`config.mk`:
```
export PLATFORM = sky130hd
export DESIGN_NAME = imem_loader
export DESIGN_NICKNAME = d
export VERILOG_FILES = /design/src/rtl/imem_loader.sv
export SDC_FILE = /design/constraint.sdc
export NUM_CORES = 1
export LEC_CHECK = 0
export BUFFER_PORTS_ARGS = -buffer_cell sky130_fd_sc_hd__buf_2
export CAP_MARGIN = 20
export CELL_PAD_IN_SITES_DETAIL_PLACEMENT = 1
export CELL_PAD_IN_SITES_GLOBAL_PLACEMENT = 1
export CORE_MARGIN = 10
export CORE_UTILIZATION = 44
export DETAILED_ROUTE_END_ITERATION = 10
export MAX_ROUTING_LAYER = met4
export PLACE_DENSITY = 0.82
export REMOVE_ABC_BUFFERS = 1
export SETUP_SLACK_MARGIN = 0.3
export SLEW_MARGIN = 20
export SYNTH_ARGS = -nofsm -noshare
export SYNTH_HDL_FRONTEND = slang
export SYNTH_SLANG_ARGS = --single-unit
```
`constraint.sdc`:
```
create_clock -name clk_i -period 2.54 [get_ports clk_i]
set_input_delay 0.381 -clock clk_i [delete_from_list [all_inputs] [get_ports clk_i]]
set_output_delay 0.381 -clock clk_i [all_outputs]
set_load 0.01 [all_outputs]
```
`src/rtl/imem_loader.sv`:
```
// Boot-time instruction memory loader: assembles a big-endian byte stream
// (word-count header + instruction words) into memory writes, then releases the CPU.
module imem_loader #(
  parameter logic [31:0] BASE_ADDR = 32'd0,
  parameter int          MAX_WORDS = 256
) (
  input  logic        clk_i,
  input  logic        rst_n,
  input  logic        start_i,
  input  logic        byte_valid_i,
  input  logic [7:0]  byte_data_i,
  output logic        byte_ready_o,
  output logic        im_we_o,
  output logic [31:0] im_addr_o,
  output logic [31:0] im_data_o,
  output logic        cpu_rst_n_o,
  output logic        busy_o,
  output logic        done_o,
  output logic        err_o
);

  // state   | meaning
  // S_IDLE  | after reset, waiting for start_i, CPU held in reset
  // S_HDR   | collecting the 4-byte word-count header
  // S_LOAD  | collecting the 4 bytes of the next instruction word
  // S_WRITE | single-cycle write of the assembled word
  // S_DONE  | load complete, CPU released
  // S_ERR   | header word count out of range, CPU held in reset
  typedef enum logic [2:0] {
    S_IDLE, S_HDR, S_LOAD, S_WRITE, S_DONE, S_ERR
  } state_t;

  localparam int IW = $clog2(MAX_WORDS + 1);

  state_t          state;
  logic [1:0]      bcnt;
  logic [23:0]     shreg;
  logic [31:0]     count;
  logic [IW-1:0]   idx;

  logic            fire;
  logic [31:0]     word;
  logic [IW-1:0]   idx_inc;
  logic            last_word;
  logic [31:0]     word_addr;

  assign fire      = byte_valid_i && byte_ready_o;
  assign word      = {shreg, byte_data_i};
  assign idx_inc   = idx + 1'b1;
  assign last_word = (32'(idx_inc) == count);
  assign word_addr = BASE_ADDR + (32'(idx) << 2);

  always_ff @(posedge clk_i or negedge rst_n) begin
    if (!rst_n) begin
      state        <= S_IDLE;
      bcnt         <= 2'd0;
      shreg        <= 24'd0;
      count        <= 32'd0;
      idx          <= '0;
      byte_ready_o <= 1'b0;
      im_we_o      <= 1'b0;
      im_addr_o    <= 32'd0;
      im_data_o    <= 32'd0;
      cpu_rst_n_o  <= 1'b0;
      busy_o       <= 1'b0;
      done_o       <= 1'b0;
      err_o        <= 1'b0;
    end else begin
      im_we_o <= 1'b0;
      case (state)
        S_IDLE, S_DONE, S_ERR: begin
          if (start_i) begin
            state        <= S_HDR;
            bcnt         <= 2'd0;
            shreg        <= 24'd0;
            idx          <= '0;
            byte_ready_o <= 1'b1;
            busy_o       <= 1'b1;
            done_o       <= 1'b0;
            err_o        <= 1'b0;
            cpu_rst_n_o  <= 1'b0;
          end
        end
        S_HDR: begin
          if (fire) begin
            bcnt  <= bcnt + 2'd1;
            shreg <= {shreg[15:0], byte_data_i};
            if (bcnt == 2'd3) begin
              count <= word;
              if (word == 32'd0) begin
                state        <= S_DONE;
                byte_ready_o <= 1'b0;
                busy_o       <= 1'b0;
                done_o       <= 1'b1;
                cpu_rst_n_o  <= 1'b1;
              end else if (word > 32'(MAX_WORDS)) begin
                state        <= S_ERR;
                byte_ready_o <= 1'b0;
                busy_o       <= 1'b0;
                err_o        <= 1'b1;
              end else begin
                state <= S_LOAD;
              end
            end
          end
        end
        S_LOAD: begin
          if (fire) begin
            bcnt  <= bcnt + 2'd1;
            shreg <= {shreg[15:0], byte_data_i};
            if (bcnt == 2'd3) begin
              state        <= S_WRITE;
              byte_ready_o <= 1'b0;
              im_we_o      <= 1'b1;
              im_addr_o    <= word_addr;
              im_data_o    <= word;
            end
          end
        end
        S_WRITE: begin
          idx <= idx_inc;
          if (last_word) begin
            state       <= S_DONE;
            busy_o      <= 1'b0;
            done_o      <= 1'b1;
            cpu_rst_n_o <= 1'b1;
          end else begin
            state        <= S_LOAD;
            byte_ready_o <= 1'b1;
          end
        end
        default: state <= S_IDLE;
      endcase
    end
  end

endmodule
```
**Yosys cells after proc, flatten, opt, wreduce, memory -nomap -nowiden**

Index checks and enable logic that the tools add are counted.
Widths: inputs -> output; s select.

- Magnitude comparators: 1
- Add/subtract/negate cells: 2
- Equal/unequal tests: 19
- Mux-type cells: 42
- Reductions and logical operators: 19

Operators by type and width:

| operator | number |
|---|---|
| $mux 24 | 2 |
| $pmux 24 s2 | 1 |
| $eq 9x32->1 | 1 |
| $gt 32x9->1 const B | 1 |
| $logic_not 32->1 | 1 |
| $mux 3 | 8 |
| $mux 1 | 21 |
| $ne 2x2->1 const B | 10 |
| $pmux 9 s2 | 1 |
| $reduce_and 6->1 | 3 |
| $pmux 3 s4 | 1 |
| $add 9x1->9 const B | 1 |
| $mux 9 | 1 |
| $reduce_and 3->1 | 3 |
| $reduce_and 8->1 | 1 |
| $eq 3x2->1 const B | 2 |
| $eq 3x3->1 const B | 2 |
| $pmux 1 s3 | 2 |
| $reduce_bool 2->1 | 3 |
| $reduce_and 5->1 | 1 |
| $mux 2 | 2 |
| $pmux 1 s4 | 1 |
| $pmux 2 s2 | 1 |
| $reduce_bool 4->1 | 1 |
| 12 further kinds | 12 |

- Word-level logic and storage cells: 95
- Register bits after elaboration: 116

**Depth between registers and ports, before layout**

Gate-level depths: netlist of the first run.

- Depth after elaboration: 6
- Depth in mapped cells: 7
- Mapped depth without buffers: 6

**Least setup slack after synthesis of the first run**

Ideal clock, no wire load.

- Kind: flip-flop to flip-flop
- Start point: register idx[0]
- End point: register state[1]
- Stages on the path, launching flop included: 7
- Period minus slack after synthesis: 2.013 ns
- Arrival time: 1.865 ns
- Library setup time: 0.148 ns
- Slack: 0.527 ns
- Cell sequence: dfrtp_1 > buf_4 > and4_1 > a21boi_1 > or4_4 > a2111oi_0 > a311oi_1

- Longest elaborated chain between the ends: 4

RTL lines:

| what | RTL line | RTL |
|---|---|---|
| from (decl) | 39 | `logic [IW-1:0] idx;` |
| from (signal assigned) | 121 | `idx <= idx_inc;` |
| $add 9x1->9 | 49 | `assign idx_inc = idx + 1'b1;` |
| $eq 9x32->1 | 50 | `assign last_word = (32'(idx_inc) == count);` |
| $mux 3 | 122 | `if (last_word) begin` |
| $pmux 3 s4 | 70 | `case (state)` |
| to (signal assigned) | 55 | `state <= S_IDLE;` |
| to (signal assigned) | 73 | `state <= S_HDR;` |
| to (signal assigned) | 123 | `state <= S_DONE;` |
| to (decl) | 35 | `state_t state;` |

Every way passes these cells.
A chain may end at the register's enable or synchronous reset.

**Worst setup path after layout of the first run**

- Start point: register idx[1]
- End point: register done_o

- Longest elaborated chain between the ends: 4

RTL lines:

| what | RTL line | RTL |
|---|---|---|
| $add 9x1->9 | 49 |  |
| $eq 9x32->1 | 50 |  |
| $ne 2x2->1 (no source line) | - |  |
| $reduce_and 6->1 (no source line) | - |  |
| to (signal assigned) | 66 | `done_o <= 1'b0;` |
| to (signal assigned) | 79 | `done_o <= 1'b0;` |
| to (signal assigned) | 94 | `done_o <= 1'b1;` |
| to (decl) | 18 | `output logic done_o,` |

Every way passes these cells.

==> results of run 1 <==
## sequential cells by signal (all words and copies together) (netlist names), 2 cells and up
name	count
idx	9
im_addr_o	9
im_data_o	32
bcnt	2
state	3
count	32
shreg	24
## how the worst max path moves through the flow
| stage | startpoint | to | slack, ns | cells after the start |
|---|---|---|---|---|
| after floorplan | byte_ready_o | count[0] | -0.04 | 4 |
| after global placement | idx[0] | state[1] | 0.29 | 6 |
| after detailed placement | idx[0] | state[1] | 0.14 | 6 |
| after CTS | shreg[23] | state[1] | 0.30 | 5 |
| after global routing | idx[1] | state[1] | 0.21 | 6 |
| final | idx[1] | done_o | 0.28 | 6 |
## area by class of cell
cell class                      count  area, um^2
Clock buffer                       21         470
Tap cell                          143         179
Fill cell                        1189        5190
Sequential cell                   116        2910
Timing Repair Buffer               75         448
Inverter                            5        18.8
Clock inverter                      9         129
Multi-Input combinational cell    321        2120
## critical path, cell delays in order (launching register included)
cell and delay [ns]:
dfrtp_2 0.46, ha_4 0.20, xor2_1 0.19, nor3b_1 0.44, nor3_1 0.17, a2111o_1 0.43
a311oi_2 0.26
## cell families after synthesis
kind of cell,Yosys count,share of synthesized area [%]
mux,44,9.55
xor+xnor,11,2.13
simple gates,168,15.1
fa+ha+maj,2,0.485
compound gates,73,10.3
flops,116,56.2
buf+inv,55,6.16
other cells,1,0.0727
## metal layers
layer / GRT usage (%) / share of wire, % / up-vias
met4: 7.09 / 2.5 / 0
met5: - / 0 / -
li1: - / - / 1741
met2: 28.5 / 50 / 141
met3: 3.72 / 4.7 / 27
met1: 22.4 / 43 / 2034
## stage by stage
stage               cell area (um^2)  power (W)  worst slack (ns)  TNS, ns  cells
finish                          6280    0.00698             0.284        0    690
global route                    6280    0.00734             0.207        0    690
CTS                             6140    0.00683             0.302        0    683
detailed placement              5520    0.00433             0.140        0    652
global placement                5520    0.00420             0.291        0    652
floorplan                       4940    0.00368           -0.0407    -1.32    442
## timing repair
item	4_1_cts	5_1_grt
endpoints found under the hold margin	40	0
buffers inserted	0	7
resized for setup	6	14
hold buffers	1	0
pin swaps	0	4
setup endpoints to repair	5	5
## power groups by stage
stage                     registers, W  clock network, W  logic, W
after CTS                      0.00292           0.00244   0.00147
after detailed placement       0.00293                 0   0.00140
after global placement         0.00288                 0   0.00132
after floorplan                0.00270                 0  0.000981
after global routing           0.00300           0.00254   0.00180
final                          0.00295           0.00241   0.00162
## cell usage after synthesis, types with 2 or more instances
| cell type | number | area, um^2 |
|---|---|---|
| dfrtp_1 | 116 | 2900 |
| nand2_1 | 107 | 402 |
| mux2_2 | 42 | 473 |
| a22o_1 | 27 | 236 |
| buf_4 | 26 | 195 |
| clkbuf_1 | 18 | 67.6 |
| a21oi_1 | 13 | 65.1 |
| o21ai_0 | 13 | 65.1 |
| nor2_1 | 10 | 37.5 |
| nor4_1 | 9 | 56.3 |
| nand3_1 | 8 | 40.0 |
| nor3_1 | 8 | 40.0 |
| and4_1 | 5 | 43.8 |
| buf_2 | 5 | 25.0 |
| inv_1 | 5 | 18.8 |
| xnor2_1 | 5 | 43.8 |
| xor2_1 | 5 | 43.8 |
| or4_1 | 4 | 30.0 |
| and3_1 | 3 | 18.8 |
| nand4_1 | 3 | 18.8 |
| nor3b_1 | 3 | 22.5 |
| a2111oi_0 | 2 | 17.5 |
| a311oi_1 | 2 | 17.5 |
| a41oi_1 | 2 | 17.5 |
| ha_1 | 2 | 25.0 |
| mux2i_1 | 2 | 20.0 |
| nor2b_1 | 2 | 12.5 |
| o211ai_1 | 2 | 15.0 |
| o21bai_1 | 2 | 15.0 |
| o22ai_1 | 2 | 12.5 |
## placed cells by master (no fill, tap or decap), drive strengths merged, types with 4 or more instances in the layout
cell	synthesis	layout
nand2	107	107
nor2	10	10
o21ai	13	13
a21oi	13	13
xor2	5	5
dfrtp	116	116
inv	5	5
clkinv	0	4
nand3	8	8
xnor2	5	5
or4	5	5
nor3	9	9
and4	5	5
conb	1	23
buf	32	74
nor4	9	9
mux2	42	42
a22o	27	27
clkbuf	18	21
==> impl_summary.md, run 1 <==
Placed design
The congestion estimate from routability-driven global placement came to 0.877. The HPWL after detailed placement is 9480 um. The quantity of I/O buffers inserted on ports is 58.

Power
The combinational fraction of design power is 23.3%. Across the VDD grid, the largest voltage drop is 0.521 mV. The proportion of power drawn by flip-flops and latches is 42.2%. The internal power of the cells totals 0.00461 W. The static leakage is 3.17 nW. The net switching fraction of the power is 33.9%. In this run the power density over the cells is 1110 nW/um^2. The net switching power is 0.00237 W. The clock network power share is 34.6%.

Timing
After layout, the worst path uses 88.8% of the clock period. The final max-slew violation count was 0. The worst hold slack across all endpoints is 0.236 ns. For the final database, setup skew stands at 0.0206 ns. The slew at the pin closest to its max-slew limit is 0.736 ns. Setup repair after global routing left no endpoint under its margin. The shortest clock period the worst path allows after layout is 2.26 ns.

The number of hold violations in the final report is 0. Based on the critical path, the design can be clocked at up to 443 MHz. Headroom to the max-slew limit came out at 50.8%. Setup violations remaining at the end of the flow were counted as 0.

Clock network
The clock reaches the later pin of the worst-skew pair after 0.42 ns. The maximum count of clock buffers along a single path is 2. After clock tree synthesis, the clock-pin slew on the worst setup and hold paths is 0.06 ns. TritonCTS built the clock tree. The H-tree depth is 4. The clock root buffer master is clkbuf_16.

The number of buffers created by CTS is 17. The sink count of the clock tree is 116.

Routing
The detail route stage leaves a number of antenna-violating nets equal to 0. The routed length per placed instance is 21.6 um. For this run, design rule violations remaining after detail routing come to 0. The first detailed-routing pass ran for 6 iterations.

The total wire length after detailed routing is 14900 um. The DRC violation total after the first TritonRoute iteration is 235. Using the TritonRoute via totals, the vias-per-cell ratio works out to 5.71. For this block, the via count after detailed routing is 3943.

Critical path
The length in cells of the worst reg-to-reg path is 6. The worst register-to-register path ends at done_o. The classification of the worst setup path is flip-flop to flip-flop. For the worst setup path, the data arrival time is 2.57 ns. The startpoint identified for the worst register-to-register timing path is idx[1]. The category of the worst setup path launch point is a flip-flop.

Data on the critical path is required at its endpoint by 2.85 ns. Across all register-to-register paths, the minimum setup slack is 0.28 ns. Of all nets on the critical path, the largest fanout is 6.

The kind of capture point of the worst setup path is a flip-flop.

Cells and area
The layout net count is 550. The area growth from synthesis to layout is 21.6%. The repair_antennas step left the layout with diodes totalling 0. The post-route netlist has 30.5% of its cells at a drive strength greater than 1. The share of the core filled with cells is 54.7%.

Hold path
The number of instances on the worst hold path is 3. The endpoint with the worst hold slack is count[7]. The launch point of the worst hold path is byte_data_i[7].

The tightest min-delay check is of the input port to flip-flop type.

Global routing
The initial antenna violation count is 0. The largest net degree at the start of global routing is 44. For this run the aggregate overflow at the end of global routing stands at 0. The first global-routing pass estimated 23000 um of wire. The global router's overall resource usage is 18.1%.

The via count of the first global-routing pass is 4230.

Synthesis
The synthesized design contains 116 register bits. The sequential cell area fraction in the yosys report is 56.2%. The top flip-flop cell by instance count after synthesis is dfrtp_1. Dividing the synthesized area by the synthesized cell count gives 11.0 um^2. The async set-or-reset flop fraction in the synthesized netlist is 100%.

The number of distinct library cells after synthesis is 47. The count of flip-flops with a built-in enable after synthesis is 0. The post-synth design cell area is 5160 um^2. The cell count after synthesis came out at 470. The total number of yosys warnings is 0.

Floorplanning
The floorplan has 39 rows. The overall die area is 16500 um^2. 82 I/O pins were placed. After floorplanning, the core was sized to cover 11500 um^2.

For this configuration, the core starts out at a cell density of 45.0%. The die span in x is 128 um. Measured along the y axis, the die boundary spans 128 um.

Outcome
The flow ran to the end, and the final reports show no timing, DRC or antenna violations.

Run
Max-cap violations in this run came to 0.
Power figures use the tool's default switching activity.
==> inputs of run 2 (changes only) <==
--- a/config.mk
+++ b/config.mk
@@ -5,12 +5,13 @@
 export SDC_FILE = /design/constraint.sdc
 export NUM_CORES = 1
 export LEC_CHECK = 0
+export ABC_AREA = 1
 export BUFFER_PORTS_ARGS = -buffer_cell sky130_fd_sc_hd__buf_2
 export CAP_MARGIN = 20
 export CELL_PAD_IN_SITES_DETAIL_PLACEMENT = 1
 export CELL_PAD_IN_SITES_GLOBAL_PLACEMENT = 1
 export CORE_MARGIN = 10
-export CORE_UTILIZATION = 44
+export CORE_UTILIZATION = 42
 export DETAILED_ROUTE_END_ITERATION = 10
 export MAX_ROUTING_LAYER = met4
 export PLACE_DENSITY = 0.82
==> run 2 against run 1 <==
Sequential cell count stayed put; routed wire length is 9.8% lower; die area is 2.4% higher; via count is 2.9% higher; register-to-register slack better by 0.24 ns; total power is 37% lower; sequential power is 37% lower; sequential share of layout area is 1.8 points higher; utilization is 4.0 points lower; largest cell class unchanged.
==> impl_summary.md, run 2 <==
Outcome
The flow ran to the end, and the final reports show no timing, DRC or antenna violations.

Synthesis
The area share of the largest cell type after synthesis is 57.3%. The total number of yosys warnings is 0. The sequential cell area fraction in the yosys report is 57.3%. The number of distinct library cells after synthesis is 29. Synthesis handed over a netlist of 568 instances.

Counting flops with an async set or reset pin after synthesis yields a share of 100%. The most common cell in the synthesized netlist is nand2_1. The count of flip-flops with a built-in enable after synthesis is 0. Dividing the synthesized area by the synthesized cell count gives 8.92 um^2.

For this run, the leading register cell type out of synthesis is dfrtp_1. Counting flops and latches in the post-synthesis netlist gives 116. The post-synth design cell area is 5060 um^2. Ranked by total cell area, the synthesized netlist is headed by dfrtp_1 (57%), nand2_1 (10%), o21ai_0 (7.7%), inv_1 (4.8%), o22ai_1 (3.6%). The library cell with the largest summed area after synthesis is dfrtp_1. By count the netlist is led by nand2_1 (136), dfrtp_1 (116), o21ai_0 (78), inv_1 (65), nor2_1 (32).

Routing
The routed design has 13500 um of wire. After detailed routing, the number of vias per cell comes to 5.13. After detailed routing, the number of remaining DRC violations is 0. Once detail routing completed, the nets flagged for antenna violations numbered 0. The first routing iteration left 164 violations. Dividing the detail-routed wire length by the instance count gives 17.0 um.

The overall via count from detail_route is 4056. The first detailed-routing pass ran for 4 iterations.

Critical path
The kind of capture point of the worst setup path is a flip-flop. The critical path runs through a total of 6 cells. Tracing the worst setup path back leads to its startpoint at state[2].

The buffering stage count on the worst path with inverters included is 2. The required time of the critical path is 2.82 ns. On the worst path, the slowest cell contributes a delay of 0.47 ns. STA classifies the critical path startpoint as a flip-flop. In this run the worst path has a maximum fanout of 9. The internal reg-to-reg setup slack is 0.52 ns.

The launch point of the worst reg-to-reg path is state[2]. The signal on the critical path passes through nor2_4, inv_1, nor2_1, inv_1, nand2_1, o21ai_0. The arrival time of the worst setup path is 2.30 ns. The family of cells with the greatest summed delay on the critical path is simple AND/OR/NAND/NOR gates. The critical path ends at idx[0]. The terminus of the critical flop-to-flop path is idx[0].

The largest individual stage delay along the critical path comes from the cell dfrtp_1. The length in cells of the worst reg-to-reg path is 6. In this design, the critical path's most frequently occurring cell is inv_1. By startpoint and endpoint, the worst setup path is classified as flip-flop to flip-flop.

Hold path
The tightest min-delay check is of the input port to async pin type.

Global routing
The via count of the first global-routing pass came to 4476. Across every metal layer, demand over resource in global routing totals 17.4%. The initial antenna violation count is 0.

The first global-routing pass estimated 22500 um of wire. Entering global routing, the biggest net connects 65 pins. Global routing finished with a remaining overflow of 0.

Floorplanning
For this design the top-level I/O count stands at 82. The floorplan has 40 rows. The starting density of the core is 42.5%. The total core area is 11900 um^2.

The die is 130 um tall. The die is 130 um wide. The die covers 16900 um^2.

Timing
The final clock skew is 0.0112 ns. In this run the tightest slew margin relative to its limit is 54.7%. In the finished design, the share of the clock period the worst path needs comes to 79.5%. The setup violation total in the final timing report is 0. The number of hold violations in the final report came to 0. The slew at the pin closest to its max-slew limit is 0.679 ns. The shortest clock period the worst path allows after layout is 2.02 ns. The maximum achievable frequency is 495 MHz. The worst hold slack across all endpoints is 0.00898 ns.

The final max-slew violation count is 0. Setup repair after global routing left no endpoint under its margin. The total negative slack for setup checks is 0 ns.

Clock network
The maximum count of clock buffers along a single path is 2. The sink count of the clock tree is 116. The clock tree from TritonCTS is done. The H-tree depth is 4.

The number of hold buffers added after CTS is 0. The clock latency on the worst-skew pair is 0.42 ns. Once the clock tree was built, the setup fixing pass inserted 0 buffers. The number of buffers created by CTS is 17. The clock transition time at the flip-flop clock pins of the worst setup and hold paths is 0.05 ns. The clock root buffer master is clkbuf_16. Gates resized during post-CTS repair numbered 0.

Power
The clock network power share is 55.6%. The internal power is 0.00348 W. In this run switching power makes up 20.4% of total power. The largest vdd supply drop is 0.475 mV. The static leakage is 3.18 nW. The net switching power is 0.000891 W. The combinational fraction of design power is 1.9%. Power spread over the standard cell area amounts to 723 nW/um^2. Per report_power, the sequential group accounts for 42.4% of the total.

Cells and area
The layout net count is 644. Compared with the post-synthesis result, the final layout area differs by 19.2%. The filler cell count is 1410. Leaving out fill and tap cells, the most frequent cell in the layout is nand2_1.

The repair_antennas step left the layout with diodes totalling 0. The post-route netlist has 16.5% of its cells at a drive strength greater than 1. The largest registers in the layout are count x32, im_data_o x32, shreg x24. In the layout the commonest cells are nand2_1 (135), dfrtp_1 (115), o21ai_0 (78).

Placed design
The global placer's final weighted congestion is 0.880. In this run the tool buffered the top-level ports with 58 buffer cells. The HPWL after detailed placement is 9310 um.

Run
Across the run, the number of max-cap violations was 0.
run 2: cell count changes after synthesis, moves of 11 or more:
cell     delta
inv_1      +60
nand3_1    +19
o21ai_0    +65
nand4_1    +11
nor2_1     +22
nand2_1    +29
a22o_1     -27
mux2_2     -42
o22ai_1    +27
run 2: worst register-to-register path, stage by stage, from the launching register on:
cell	delay [ns]
dfrtp_1	0.47
nor2_4	0.21
inv_1	0.09
nor2_1	0.36
inv_1	0.27
nand2_1	0.34
o21ai_0	0.14
run 2: power groups by stage:
stage / combinational [W] / clock (W) / sequential (W)
2_1_floorplan: 0.0000232 / 0 / 0.00189
3_3_place_gp: 0.0000849 / 0 / 0.00189
3_5_place_dp: 0.0000867 / 0 / 0.00189
4_1_cts: 0.0000870 / 0.00247 / 0.00185
5_1_grt: 0.0000981 / 0.00257 / 0.00185
6_report: 0.0000850 / 0.00243 / 0.00185
run 2: metrics by stage:
stage / worst slack, ns / std cells / cell area, um^2 / utilization (%) / total power (W)
after global routing: 0.330 / 790 / 6040 / 50.7 / 0.00452
after floorplan: 0.375 / 546 / 4870 / - / 0.00191
after global placement: 0.597 / 758 / 5430 / 45.6 / 0.00197
after detailed placement: 0.529 / 758 / 5430 / 45.6 / 0.00197
final: 0.520 / 790 / 6040 / 50.7 / 0.00437
after CTS: 0.479 / 790 / 6030 / 50.7 / 0.00441
run 2: final cells by class:
cell class | instances | area (um^2) | share of cell area (%)
clock buffer | 22 | 474 | 7.85
clock inverter | 10 | 129 | 2.13
inverter | 67 | 251 | 4.16
multi-input combinational | 363 | 1730 | 28.6
sequential | 116 | 2900 | 48.1
tap | 147 | 184 | 3.05
timing repair buffer | 65 | 370 | 6.13
run 2: worst min path at each step:
stage | to | cells past startpoint | from | slack, ns
after floorplan | bcnt[0] | 0 | rst_n | 0.09
after global placement | im_we_o | 1 | rst_n | 0.46
after detailed placement | im_data_o[8] | 1 | rst_n | 0.47
after CTS | idx[1] | 1 | rst_n | 0.03
after global routing | idx[1] | 1 | rst_n | 0.06
final | im_addr_o[2] | 1 | rst_n | 0.009
run 2: kinds of logic (layout without fill, tap and decap cells):
family | after synthesis | in the layout | share of synthesized area, %
AOI/OAI and AO/OA | 116 | 116 | 12.8
buffers and inverters | 111 | 164 | 10.4
DFF | 116 | 116 | 57.3
muxes | 1 | 1 | 0.198
xor gates and xnor gates | 2 | 2 | 0.346
and+or+nand+nor | 219 | 219 | 18.4
adders and majority gates | 2 | 2 | 0.494
other | 1 | 23 | 0.0740
run 2: per-layer routing:
metal | GRT usage, % | vias to the layer above | part of all wire (%)
met5 | - | - | 0
met4 | 7.67 | 0 | 2.2
met3 | 3.77 | 23 | 4.0
met2 | 29.9 | 75 | 52
met1 | 19.1 | 2025 | 42
li1 | - | 1933 | -
==> inputs of run 3 (changes only) <==
--- a/config.mk
+++ b/config.mk
@@ -5,16 +5,16 @@
 export SDC_FILE = /design/constraint.sdc
 export NUM_CORES = 1
 export LEC_CHECK = 0
-export ABC_AREA = 1
+export ABC_AREA = 0
 export BUFFER_PORTS_ARGS = -buffer_cell sky130_fd_sc_hd__buf_2
 export CAP_MARGIN = 20
 export CELL_PAD_IN_SITES_DETAIL_PLACEMENT = 1
 export CELL_PAD_IN_SITES_GLOBAL_PLACEMENT = 1
 export CORE_MARGIN = 10
-export CORE_UTILIZATION = 42
+export CORE_UTILIZATION = 40
 export DETAILED_ROUTE_END_ITERATION = 10
 export MAX_ROUTING_LAYER = met4
-export PLACE_DENSITY = 0.82
+export PLACE_DENSITY = 0.78
 export REMOVE_ABC_BUFFERS = 1
 export SETUP_SLACK_MARGIN = 0.3
 export SLEW_MARGIN = 20
==> constraint.sdc (replaced) <==
create_clock -name clk_i -period 1.8 [get_ports clk_i]
set_input_delay 0.27 -clock clk_i [delete_from_list [all_inputs] [get_ports clk_i]]
set_output_delay 0.27 -clock clk_i [all_outputs]
set_load 0.01 [all_outputs]
==> run 3 against run 2 <==
The flow now finishes with violations (negative setup slack); total power rose to 2.9 times the previous value; combinational power increased to 58 times the previous value; sequential cell count is the same; sequential power increased by 120%; largest power group is now combinational logic; largest cell class unchanged; clock power is 42% higher; via count is 21% higher.
==> impl_summary.md, run 3 (synthesized netlist as in run 1, its figures left out) <==
Critical path
The arrival time of the worst setup path is 2.55 ns. Walking the worst path, the cells encountered are nor4_1, and4_1, o2111ai_2, a2111oi_4, buf_4, a311oi_2. Data on the critical path is required at its endpoint by 2.09 ns. The worst register-to-register path has a depth of 6. STA classifies the critical path endpoint as a flip-flop. The worst setup path is launched from a flip-flop.

The slowest stage cell on the critical path is nor4_1. The largest stage delay on the critical path is 0.45 ns. Along the worst path, the maximum fanout reaches 2. The critical path is of the flip-flop to flip-flop type.

Placed design
At the end of routability-driven placement, the weighted congestion stood at 0.874. Input and output buffers added on the ports amount to 58. The worst slack at placement is -0.591 ns. The post-place instance area is 6170 um^2. The HPWL after detailed placement is 10800 um.

Routing
The detail route stage leaves a number of antenna-violating nets equal to 0. The detailed-route DRC error count is 0. For this block, the via count after detailed routing is 4895. In the final routed layout, each cell accounts on average for 29.1 um. The total wire length after detailed routing is 24300 um. In the routed layout, each cell is associated on average with a via count of 5.86. After the first detailed-routing iteration, the DRC count stood at 500. The pre-antenna-repair detailed-routing pass consisted of 5 iterations.

Floorplanning
The height of the die is 134 um. The number of ports placed on the die boundary is 82. Row generation in the floorplan step produced 41 rows. From left edge to right edge, the die measures 134 um. For this configuration, the core starts out at a cell density of 40.9%.

The die covers 17800 um^2. The total core area is 12600 um^2.

Timing
The slew at the pin closest to its max-slew limit is 0.602 ns. The shortest clock period the worst path allows after layout is 2.26 ns. Setup repair after global routing could not meet its margin everywhere. After routing, the total negative slack on setup checks comes to -3.77 ns. Measured against its own limit, the worst slew margin works out to 59.8%.

The final max-slew violation count is 0. For this run, the top clock speed supported by timing is 442 MHz. The final clock skew is 0.0137 ns. The final worst-path cycle share is 126%. After layout, the worst setup slack is -0.465 ns. The setup violation total in the final timing report is 35.

The number of hold violations in the final report is 0. The worst hold slack across all endpoints is 0.173 ns.

Global routing
Entering global routing, the biggest net connects 81 pins. The initial antenna violation count is 0. The global router's overall resource usage is 25.4%.

For this run the aggregate overflow at the end of global routing stands at 0. The first global-routing pass estimated 33700 um of wire. The via count of the first global-routing pass was 5336.

Clock network
The clock root buffer master is clkbuf_16. The clock transition time at the flip-flop clock pins of the worst setup and hold paths is 0.06 ns. The clock tree synthesis step divided the H-tree into 4 levels. The sink count of the clock tree is 116.

The clock tree from TritonCTS is done. In this run the deepest clock path goes through 2 buffers. TritonCTS created 17 clock buffers.

The clock reaches the later pin of the worst-skew pair after 0.45 ns.

Cells and area
The share of the core filled with cells is 64.3%. The largest registers in the layout are count x32, im_data_o x32, shreg x24. The final design area excluding fillers is 8110 um^2. Leaving out fill and tap cells, the most frequent cell in the layout is dfrtp_1. The area growth from synthesis to layout is 57.2%. The diode insertion count for antenna repair is 0.

In the layout the commonest cells are dfrtp_1 (111), buf_4 (90), nand2_1 (66). For this run, the post-layout net count is 664. The fraction of layout cells with a size suffix above 1 is 52.6%.

Power
The largest vdd supply drop is 0.950 mV. The static leakage is 3.97 nW. The total power per unit cell area is 1540 nW/um^2.

Hold path
The class of the most critical hold timing path is input port to flip-flop. The number of instances on the worst hold path is 2.

Outcome
The run finished, with violations left. The checks that failed: negative setup slack.

Run
The tool flagged a number of max-cap violations equal to 0.
[run 3: cell types whose count changed in the layout (fill, tap and decap cells not counted), sizes merged, moves of 24 or more]
| cell | before | now |
|---|---|---|
| mux2 | 0 | 42 |
| o22ai | 30 | 2 |
| nor2 | 34 | 10 |
| buf | 65 | 187 |
| inv | 67 | 5 |
| nand2 | 137 | 107 |
| o21ai | 79 | 13 |
| a22o | 0 | 27 |
[run 3: final timing paths]
path                           startpoint       endpoint  slack (ns)
max in group asynchronous           rst_n  im_data_o[22]        0.98
min in group asynchronous           rst_n         idx[5]        0.36
min reg2reg                     count[23]      count[23]        0.50
min                        byte_data_i[4]   im_data_o[4]        0.17
max reg2reg                     count[15]       state[1]       -0.46
max                             count[15]       state[1]       -0.46
[run 3: critical path, delay by kind of cell, from the launching register on]
kind,cells,cell delay (ns)
AND/OR/NAND/NOR,2,0.84
AO/OA/AOI/OAI,3,0.64
flip-flops,1,0.42
buffers and inverters,1,0.20
[run 3: layout make-up]
type	count	area, um^2
clock buffers	23	478
repair buffers	189	1740
inverters	5	18.8
multi-input cells	321	2660
clock inverters	9	103
flip-flops and latches	116	2910
fillers	1298	4510
well taps	172	215
[run 3: metrics by stage]
stage / power (W) / instances
after floorplan: 0.00519 / 442
final: 0.0125 / 835
after detailed placement: 0.00700 / 758
after CTS: 0.0113 / 823
after global placement: 0.00676 / 758
after global routing: 0.0128 / 835
[run 3: per-layer routing]
metal	track usage (%)	up-vias	part of all wire, %
li1	-	1984	-
met1	29.6	2488	38
met2	41.1	326	49
met3	5.86	97	7.6
met4	11.4	0	5.0
met5	-	-	0
[run 3: timing repair]
action / 4_1_cts / 5_1_grt
setup endpoints to repair: 108 / 115
setup buffers: 22 / 10
endpoints found under the hold margin: 116 / 0
pin swaps: 78 / 15
cloned: 10 / 2
hold buffers: 1 / 0
resized for setup: 159 / 33
[run 3: power breakdown]
part | switching, W | internal, W | leakage [nW]
Combinational | 0.00266 | 0.00226 | 2.16
Sequential | 0.000782 | 0.00328 | 1.53
Clock | 0.00133 | 0.00213 | 0.279
